==> src/rtl/booth4_wallace_defs_pkg.sv <==
// booth4_wallace_defs: shared definitions for the Booth-4/Wallace multiplier stages.
package booth4_wallace_defs;
    localparam int PROD_W_DEF = 32;
    typedef enum logic [1:0] {IDLE = 2'd0, LOW = 2'd1, HIGH = 2'd2, DONE = 2'd3} state_t;
endpackage

==> src/rtl/wallace_final_adder_seq_cpa_slice.sv <==
// cpa_slice: combinational W-bit carry-propagate adder slice with carry in/out.
module cpa_slice #(
    parameter int W = 16
) (
    input  logic [W-1:0] a,
    input  logic [W-1:0] b,
    input  logic         cin,
    output logic [W-1:0] s,
    output logic         cout
);
    assign {cout, s} = {1'b0, a} + {1'b0, b} + {{W{1'b0}}, cin};
endmodule

==> src/rtl/wallace_final_adder_seq.sv <==
// wallace_final_adder_seq: two-cycle half-width final adder for the Wallace sum/carry rows.
// Optional macro CPA_COUT_EN adds the cout port for the carry out of the top bit.
module wallace_final_adder_seq
    import booth4_wallace_defs::*;
#(
    parameter int PROD_W = PROD_W_DEF
) (
    input  logic              clk,
    input  logic              rst,
    input  logic              in_valid,
    output logic              in_ready,
    input  logic [PROD_W-1:0] sum_vec,
    input  logic [PROD_W-1:0] carry_vec,
    output logic [PROD_W-1:0] prod,
    output logic              out_valid,
`ifdef CPA_COUT_EN
    output logic              cout,
`endif
    input  logic              out_ready
);
    localparam int H = PROD_W / 2;
    state_t            state_q, state_d;
    logic [PROD_W-1:0] sum_q, sum_d, carry_q, carry_d, prod_q, prod_d;
    logic              c_q, c_d, valid_q, valid_d, cout_q, cout_d;
    logic [H-1:0]      op_a, op_b, slice_s;
    logic              op_cin, slice_cout;
    // One slice serves both halves; the state selects which half feeds it.
    assign op_a   = (state_q == HIGH) ? sum_q[PROD_W-1:H] : sum_q[H-1:0];
    assign op_b   = (state_q == HIGH) ? carry_q[PROD_W-1:H] : carry_q[H-1:0];
    assign op_cin = (state_q == HIGH) ? c_q : 1'b0;
    cpa_slice #(.W(H)) u_slice (
        .a    (op_a),
        .b    (op_b),
        .cin  (op_cin),
        .s    (slice_s),
        .cout (slice_cout)
    );
    always_comb begin
        state_d = state_q;
        sum_d   = sum_q;
        carry_d = carry_q;
        prod_d  = prod_q;
        c_d     = c_q;
        valid_d = valid_q;
        cout_d  = cout_q;
        case (state_q)
            IDLE: if (in_valid) begin
                sum_d   = sum_vec;
                carry_d = carry_vec;
                state_d = LOW;
            end
            LOW: begin
                prod_d[H-1:0] = slice_s;
                c_d           = slice_cout;
                state_d       = HIGH;
            end
            HIGH: begin
                prod_d[PROD_W-1:H] = slice_s;
                cout_d             = slice_cout;
                valid_d            = 1'b1;
                state_d            = DONE;
            end
            DONE: if (out_ready) begin
                valid_d = 1'b0;
                cout_d  = 1'b0;
                state_d = IDLE;
            end
            default: state_d = IDLE;
        endcase
    end
    always_ff @(posedge clk) begin
        if (rst) begin
            state_q <= IDLE;
            sum_q   <= '0;
            carry_q <= '0;
            prod_q  <= '0;
            c_q     <= 1'b0;
            valid_q <= 1'b0;
        end else begin
            state_q <= state_d;
            sum_q   <= sum_d;
            carry_q <= carry_d;
            prod_q  <= prod_d;
            c_q     <= c_d;
            valid_q <= valid_d;
        end
    end
`ifdef CPA_COUT_EN
    always_ff @(posedge clk) begin
        if (rst) cout_q <= 1'b0;
        else     cout_q <= cout_d;
    end
    assign cout = cout_q;
`else
    assign cout_q = 1'b0;
`endif
    assign in_ready  = (state_q == IDLE);
    assign prod      = prod_q;
    assign out_valid = valid_q;
endmodule

==> config.mk <==
export PLATFORM = sky130hd
export DESIGN_NAME = wallace_final_adder_seq
export DESIGN_NICKNAME = d
export VERILOG_FILES = /design/src/rtl/booth4_wallace_defs_pkg.sv /design/src/rtl/wallace_final_adder_seq_cpa_slice.sv /design/src/rtl/wallace_final_adder_seq.sv
export SDC_FILE = /design/constraint.sdc
export NUM_CORES = 1
export LEC_CHECK = 0
export BUFFER_PORTS_ARGS = -buffer_cell sky130_fd_sc_hd__buf_2
export CORE_UTILIZATION = 55
export DETAILED_ROUTE_END_ITERATION = 10
export PLACE_DENSITY_LB_ADDON = 0.08
export SLEW_MARGIN = 10
export SYNTH_ARGS = -nofsm -noshare
export SYNTH_HDL_FRONTEND = slang
export SYNTH_SLANG_ARGS = --single-unit
export TNS_END_PERCENT = 10
==> constraint.sdc <==
create_clock -name clk -period 4.1 [get_ports clk]
set_clock_uncertainty 0.05 [all_clocks]
set_input_delay 1.025 -clock clk [delete_from_list [all_inputs] [get_ports clk]]
set_output_delay 1.025 -clock clk [all_outputs]
set_load 0.02 [all_outputs]
# After elaboration in Yosys (flattened, before gate mapping)
# Cells that the tools add are included.
totals:
  elab_cells: 27
  output_inout_bits: 34
  input_bits: 68
  register_bits: 100
classes:
  eq_ne: 5
  n_mux: 8
  add_sub_neg: 2
  n_reduce_logical: 5
ops:
  columns: ["op", "count"]
  rows:
  - ["16-bit two-way mux", 2]
  - ["16-bit by 16-bit adder with 17-bit output", 1]
  - ["17-bit by 1-bit adder with 17-bit output", 1]
  - ["2-bit case mux with 4 select lines", 1]
  - ["2-bit AND reduction", 3]
  - ["2-bit == test, second input constant", 2]
  - ["2-bit two-way mux", 2]
  - ["2-bit inequality test, second input constant", 2]
  - ["2-bit by 1-bit == test with 1-bit output, second input constant", 1]
  - ["2-bit zero test", 1]
  - ["1-bit two-way mux", 2]
  - ["1-bit case mux with 2 select lines", 1]
  - ["2-bit nonzero test", 1]

# Longest topological paths before layout
# Gate-level depths: netlist of run 1.
logic_depth:
  ltp_word: 4
  ltp_mapped: 14
  depth_no_buf: 11

# Modules after synthesis
# A second synthesis of run 1 with hierarchy kept.
hier_totals:
  cells_unflattened: 534
  area_unflattened_um2: 4790.8
by_module_without_submodules:
  columns: ["module", "instances", "seq_area_each_um2", "area_per_inst_um2", "cells_per_inst"]
  rows:
  - ["wallace_final_adder_seq", 1, 2001.9, 4057.6, 445]
  - ["cpa_slice", 1, 0.0, 733.2, 89]

# Worst setup path before layout of run 1
# Ideal clock, no wire load.
synth_timing:
  path_kind: "reg2reg"
  start: "register state_q[0]"
  end: "register c_q"
  arrival_ns: 3.239
  setup_time_ns: 0.131
  path_stages_with_launch: 15
  required_time_ns: 3.919
  synth_period_minus_slack_ns: 3.421
  path_buffers: 3
  slack_ns: 0.679
  cell_sequence: "dfxtp_1 > inv_1 > ha_1 > clkbuf_1 > buf_6 > clkbuf_1 > mux2i_1 > fa_1 > inv_1 > fa_1 > a211oi_1 > o21ai_2 > a221oi_2 > o2111ai_1 > nor3b_1"
synth_between:
  elab_chain_cells: 4
  elab_cells_between_ends: 7
  cone_classes: "2 x add/sub; 2 x eq/ne; 3 x mux"
synth_lines:
  columns: ["item", "line", "text"]
  rows:
  - ["from (decl)", "wallace_final_adder_seq.sv:22", "state_t state_q, state_d;"]
  - ["from (signal assigned)", "wallace_final_adder_seq.sv:80", "state_q <= state_d;"]
  - ["2-bit == test", "wallace_final_adder_seq.sv:28, wallace_final_adder_seq.sv:29, wallace_final_adder_seq.sv:30", null]
  - ["16-bit two-way mux, on equally long branches", "wallace_final_adder_seq.sv:28, wallace_final_adder_seq.sv:29", null]
  - ["16-bit by 16-bit adder with 17-bit output", "wallace_final_adder_seq_cpa_slice.sv:11", "assign {cout, s} = {1'b0, a} + {1'b0, b} + {{W{1'b0}}, cin};"]
  - ["17-bit by 1-bit adder with 17-bit output", "wallace_final_adder_seq_cpa_slice.sv:11", null]
  - ["to (signal assigned)", "wallace_final_adder_seq.sv:77", "c_q <= 1'b0;"]
  - ["to (signal assigned)", "wallace_final_adder_seq.sv:84", "c_q <= c_d;"]
  - ["to (decl)", "wallace_final_adder_seq.sv:24", "logic c_q, c_d, valid_q, valid_d, cout_q, cout_d;"]
# Several ways; a longest one is shown, not always the timed one.
# A chain may end at the register's enable or synchronous reset.

# Worst setup path in the final report of run 1
layout_timing:
  start: "register state_q[0]"
  end: "register prod_q[14] (netlist: prod[14])"
layout_between:
  elab_chain_cells: 4
  elab_cells_between_ends: 7
  cone_classes: "2 x add/sub; 2 x eq/ne; 3 x mux"
layout_lines:
  columns: ["item", "line", "text"]
  rows:
  - ["2-bit == test", "wallace_final_adder_seq.sv:28, wallace_final_adder_seq.sv:29, wallace_final_adder_seq.sv:30", null]
  - ["16-bit two-way mux, on equally long branches", "wallace_final_adder_seq.sv:28, wallace_final_adder_seq.sv:29", null]
  - ["16-bit by 16-bit adder with 17-bit output", "wallace_final_adder_seq_cpa_slice.sv:11", null]
  - ["17-bit by 1-bit adder with 17-bit output", "wallace_final_adder_seq_cpa_slice.sv:11", null]
  - ["to (signal assigned)", "wallace_final_adder_seq.sv:83", "prod_q <= prod_d;"]
  - ["to (decl)", "wallace_final_adder_seq.sv:23", "logic [PROD_W-1:0] sum_q, sum_d, carry_q, carry_d, prod_q, prod_d;"]
# Several ways; a longest one is shown, not always the timed one.

==> results of run 1 <==
area by class of cell:
class | instances | share of cell area
Clock inverter | 7 | 0.0138
Tap cell | 108 | 0.0236
Sequential cell | 100 | 0.350
Multi-Input combinational cell | 458 | 0.485
Clock buffer | 9 | 0.0217
Timing Repair Buffer | 109 | 0.0994
Inverter | 10 | 0.00657
power by group through the flow:
stage / registers [mW] / clock network, mW / logic (mW)
final: 1.31 / 0.640 / 1.51
after global routing: 1.34 / 0.695 / 1.67
after CTS: 1.31 / 0.651 / 1.51
after detailed placement: 1.33 / 0 / 1.50
after global placement: 1.33 / 0 / 1.48
after floorplan: 1.38 / 0 / 1.06
state kept, by name (all words and copies together), names as in the netlist:
register   cells
carry_q       32
prod          32
sum_q         32
state_q        2
c_q            1
out_valid      1
synthesized netlist by cell type, drive strengths merged (2+ instances only):
| master | count | area share |
|---|---|---|
| a211oi | 7 | 0.010 |
| a21o | 7 | 0.011 |
| a21oi | 84 | 0.085 |
| a221oi | 3 | 0.0065 |
| a311oi | 2 | 0.0035 |
| a31oi | 3 | 0.0038 |
| and2 | 4 | 0.0050 |
| buf | 11 | 0.016 |
| clkbuf | 32 | 0.025 |
| dfxtp | 100 | 0.40 |
| fa | 2 | 0.0080 |
| ha | 19 | 0.048 |
| inv | 10 | 0.0075 |
| mux2 | 30 | 0.067 |
| mux2i | 9 | 0.018 |
| nand2 | 154 | 0.12 |
| nand2b | 10 | 0.013 |
| nand3 | 13 | 0.013 |
| nand3b | 2 | 0.0030 |
| nand4 | 7 | 0.0087 |
| nand4b | 2 | 0.0035 |
| nor2 | 24 | 0.018 |
| nor2b | 5 | 0.0063 |
| nor3 | 3 | 0.0030 |
| nor3b | 11 | 0.017 |
| o2111ai | 2 | 0.0035 |
| o211ai | 9 | 0.013 |
| o21a | 5 | 0.0075 |
| o21ai | 11 | 0.012 |
| o21bai | 3 | 0.0045 |
| o22ai | 2 | 0.0025 |
| o311ai | 6 | 0.010 |
| o31ai | 3 | 0.0045 |
| or2b | 2 | 0.0030 |
| or3 | 2 | 0.0025 |
| or3b | 3 | 0.0053 |
| or4b | 2 | 0.0040 |
| xnor2 | 2 | 0.0035 |
logic make-up after synthesis:
group,share of synthesized area
AND/OR/NAND/NOR,0.223
AO/OA/AOI/OAI,0.183
flip-flops,0.400
buffers and inverters,0.0480
multiplexers,0.0855
adder cells (fa/ha/maj),0.0555
XOR/XNOR,0.00525
metal layers:
| layer | share of wire | up-vias | track usage |
|---|---|---|---|
| met5 | 0 | - | 0 |
| met4 | 0.023 | 0 | 0.102 |
| met3 | 0.040 | 24 | 0.0504 |
| met2 | 0.50 | 130 | 0.479 |
| met1 | 0.44 | 2113 | 0.353 |
| li1 | - | 2278 | - |
stage by stage:
step	cell area (um^2)	hold slack [ns]
after floorplan	5000	0.383
after global placement	5510	0.392
after detailed placement	5510	0.393
after CTS	5710	0.409
after global routing	5710	0.427
final	5710	0.409
worst max path at each step:
| stage | end | slack, ns | cells after the start |
|---|---|---|---|
| global route | c_q | 0.10 | 11 |
| CTS | prod[14] | 0.38 | 10 |
| floorplan | c_q | 0.68 | 14 |
| global placement | prod[14] | 0.61 | 10 |
| finish | prod[14] | 0.35 | 10 |
| detailed placement | prod[14] | 0.42 | 10 |
worst register-to-register path, stage by stage, from the launching register on:
cell and delay (ns):
dfxtp_1 0.36, inv_1 0.10, ha_2 0.56, buf_4 0.38
mux2_2 0.38, ha_1 0.40, a21oi_1 0.27, o21bai_1 0.14
a221oi_1 0.52, mux2i_1 0.24, o311ai_0 0.16
==> flow_summary.toml, run 1 <==
[status]
run_status = "completed"

[place]
pre_cts_ws_ns = 0.418
port_buffers = 101
place.gp.congestion = 0.965
numPlacedInstances = 785
hpwl_mm = 9.47

[route]
drt.antenna.violating_nets = 0
wl_mm = 12.9
post-route-drc-count = 0
number_of_design_rule_violations_left_by_the_first_detailed_router_iteration = 191
wl_per_cell_um = 16.1
vias_per_cell = 5.67
routed-via-count = 4545
first_pass_iters = 4

[clock_network]
cts_hold_buffers = 0
total_setup_buffers_inserted_after_cts = 0
ctsResizeCount = 0
cts_max_path_buffers = 2
cts-htree-levels = 3
worst_skew_pair.late_latency_ns = 0.39
clock-root-buffer = "clkbuf_8"
cts-buffers-inserted = 9
tritoncts = "yes"
clkTransAtPathRegs_ns = 0.13
clkSinkCount = 100

[power_and_ir_drop]
comb_power_share = 0.437
power_frac_seq = 0.378
fin_total_pwr_mw = 3.46
clkPwrFrac = 0.185
power.share.switching = 0.422
cellPowerDensity_nw_per_um2 = 606
intPower_mw = 2.00
power.ir.vdd_worst_v = 0.000276
power_leakage_nw = 2.43
p_sw_mw = 1.46

[global_route]
global_route.usage.total = 0.280
grt_pass1_wl_mm = 21.3
globalRoute.totalOverflow = 0
grt_start_max_net_pins = 90
antenna_found_initial = 0
first_global_vias = 4406

[synthesis]
seq_area_frac_synth = 0.400
ys.warnings.count = 0
synth.lib_cells_used.distinct = 51
number_of_nets_in_the_synthesized_netlist = 700
synthesis.area_um2 = 5000
synth-edff-count = 0
syn_area_per_cell_um2 = 8.19
post_synth_inst_count = 611
ys_async_sr_fraction = 0
ys_ff_latch = 100
yosys_most_used_dff = "dfxtp_1"

[setup_path]
ff2ff_path_depth = 10
worst-setup-path-type = "reg -> reg"
startpoint_type = "flop"
worst_setup_path_end_kind = "flop"
r2r_start = "state_q[0]"
critPathLaunch = "state_q[0]"
cp_num_buf_inv = 2
r2r-end = "prod[14]"
cp_max_fo = 24
critPathRequiredTime_ns = 4.26
timing.critical_path.arrival_ns = 3.90
cp_top_family = "compound AO/OA/AOI/OAI gates"
cpPeakStageDelay_ns = 0.56
worstPathCellList = "inv_1, ha_2, buf_4, mux2_2, ha_1, a21oi_1, o21bai_1, a221oi_1, mux2i_1, o311ai_0"
ff2ff_setup_slack_ns = 0.35
critical-path-slowest-cell = "ha_2"

[timing]
worst_pin_slew_ns = 0.874
setup_viol_count_final = 0
max-slew-margin-rel = 0.418
post-route-min-period_ns = 3.75
timing.final.ws_setup_ns = 0.353
maxClockFrequency_mhz = 267
hold_violations = 0
rsz_0062_raised_after_global_routing = "no"
drv_slew = 0
final_period_utilization = 0.914
totalNegativeSetupSlack_ns = 0

[die]
floorplan.die.width_um = 97.4
boundary_pins = 102
fp.dieH_um = 97.4
die_area_um2 = 9480
rows = 34
initial_utilization = 0.571
core_area_um2 = 8760

[cells_and_area]
area_growth_pct = 14.2
postLayoutCoreUtil = 0.652
final.fill_count = 804
diodes = 0
regArea_um2 = 2000
instances_no_fill = 801
final_common_cell = "nand2_1"
mostFrequentLayoutCells = "153 x nand2_1, 100 x dfxtp_1, 100 x buf_2"
multi_input_area_um2 = 2770
nNetsFinal = 777
post_route_cells_drive_above_1_share = 0.240

[hold_path]
hold_path.class = "reg -> reg"
worst_hold_startpoint = "sum_q[15]"
timing.hold.worst_path_depth = 2
hold_end = "sum_q[15]"

[run]
maxCapViolations = 0
Note: power is estimated with default switching activity, not from simulation.
==> run 2: changes to the inputs <==
Settings changed: PLACE_DENSITY set to 0.81, PLACE_DENSITY_LB_ADDON 0.08 to unset.
==> flow_summary.toml, run 2 (same netlist as run 1, synthesis figures left out) <==
[clock_network]
worst_skew_pair.late_latency_ns = 0.36
ctsResizeCount = 0
cts-buffers-inserted = 9
tritoncts = "yes"
cts_max_path_buffers = 2
clkSinkCount = 100
cts-htree-levels = 3
clkTransAtPathRegs_ns = 0.10
total_setup_buffers_inserted_after_cts = 0
clock-root-buffer = "clkbuf_8"
cts_hold_buffers = 0

[setup_path]
worst-setup-path-type = "reg -> reg"
critPathLaunch = "state_q[0]"
r2r-end = "c_q"
timing.critical_path.arrival_ns = 3.83
critPathRequiredTime_ns = 4.25
critical_path.endpoint = "c_q"
ff2ff_path_depth = 10
ff2ff_setup_slack_ns = 0.42
worst_setup_path_end_kind = "flop"
cp_max_fo = 46
r2r_start = "state_q[0]"
startpoint_type = "flop"

[route]
drt.antenna.violating_nets = 0
wl_per_cell_um = 15.5
routed-via-count = 4593
number_of_design_rule_violations_left_by_the_first_detailed_router_iteration = 220
first_pass_iters = 6
post-route-drc-count = 0
vias_per_cell = 5.78
wl_mm = 12.3

[power_and_ir_drop]
power.ir.vdd_worst_v = 0.000332
cellPowerDensity_nw_per_um2 = 621
power_leakage_nw = 2.43
fin_total_pwr_mw = 3.55

[place]
place.gp.congestion = 1.02
numPlacedInstances = 779
hpwl_mm = 8.84
pre_cts_ws_ns = 0.469
dpl-instance-area_um2 = 5480
port_buffers = 101

[die]
floorplan.die.width_um = 97.4
die_area_um2 = 9480
fp.dieH_um = 97.4
core_area_um2 = 8760
boundary_pins = 102
initial_utilization = 0.571
rows = 34

[global_route]
antenna_found_initial = 0
grt_start_max_net_pins = 121
first_global_vias = 4325
globalRoute.totalOverflow = 0
global_route.usage.total = 0.263
grt_pass1_wl_mm = 20.3

[cells_and_area]
layout.cell_area.non_filler_um2 = 5720
nNetsFinal = 771
instances_no_fill = 795
final_common_cell = "nand2_1"
diodes = 0
postLayoutCoreUtil = 0.652
post_route_cells_drive_above_1_share = 0.233
mostFrequentLayoutCells = "153 x nand2_1, 100 x dfxtp_1, 100 x buf_2"
area_growth_pct = 14.2

[timing]
totalNegativeSetupSlack_ns = 0
maxClockFrequency_mhz = 271
post-route-min-period_ns = 3.68
setup_viol_count_final = 0
drv_slew = 0
timing.final.ws_setup_ns = 0.416
max-slew-margin-rel = 0.240
hold_ws_ns = 0.408
hold_violations = 0
worst_pin_slew_ns = 1.14
final_period_utilization = 0.899
rsz_0062_raised_after_global_routing = "no"

[hold_path]
hold_path.class = "reg -> reg"

[status]
run_status = "completed"

[run]
maxCapViolations = 0
-- run 2: cell type report --
| cell class | instances | area [um^2] |
|---|---|---|
| Clock buffer | 10 | 138 |
| Clock inverter | 6 | 100 |
| Fill cell | 756 | 3050 |
| Inverter | 10 | 37.5 |
| Multi-Input combinational cell | 458 | 2770 |
| Sequential cell | 100 | 2000 |
| Tap cell | 108 | 135 |
| Timing Repair Buffer | 103 | 536 |
-- run 2: worst max-delay path: stages (launching register included) --
cell and delay (ns):
dfxtp_1 0.36, inv_1 0.10, ha_2 0.58, buf_12 0.29, mux2_2 0.36, ha_1 0.35
a211oi_1 0.46, o21ai_2 0.19, a221oi_2 0.40, o2111ai_1 0.17, nor3b_1 0.16
-- run 2: worst min-delay path by stage --
stage,from,to,slack (ns),cells past startpoint
2_1_floorplan,carry_q[17],carry_q[17],0.38,2
6_report,carry_q[26],carry_q[26],0.41,2
3_3_place_gp,prod[15],prod[15],0.39,2
3_5_place_dp,carry_q[7],carry_q[7],0.40,2
5_1_grt,carry_q[7],carry_q[7],0.43,2
4_1_cts,carry_q[18],carry_q[18],0.41,2
-- run 2: routing by layer --
metal	share of wire	GRT usage
met1	0.43	0.327
met2	0.49	0.453
met3	0.054	0.0568
met4	0.024	0.0837
met5	0	0
-- run 2: power by group --
part	switching [mW]	total (mW)	internal, mW
combinational	0.944	1.51	0.565
sequential	0.121	1.31	1.19
clock	0.360	0.733	0.374
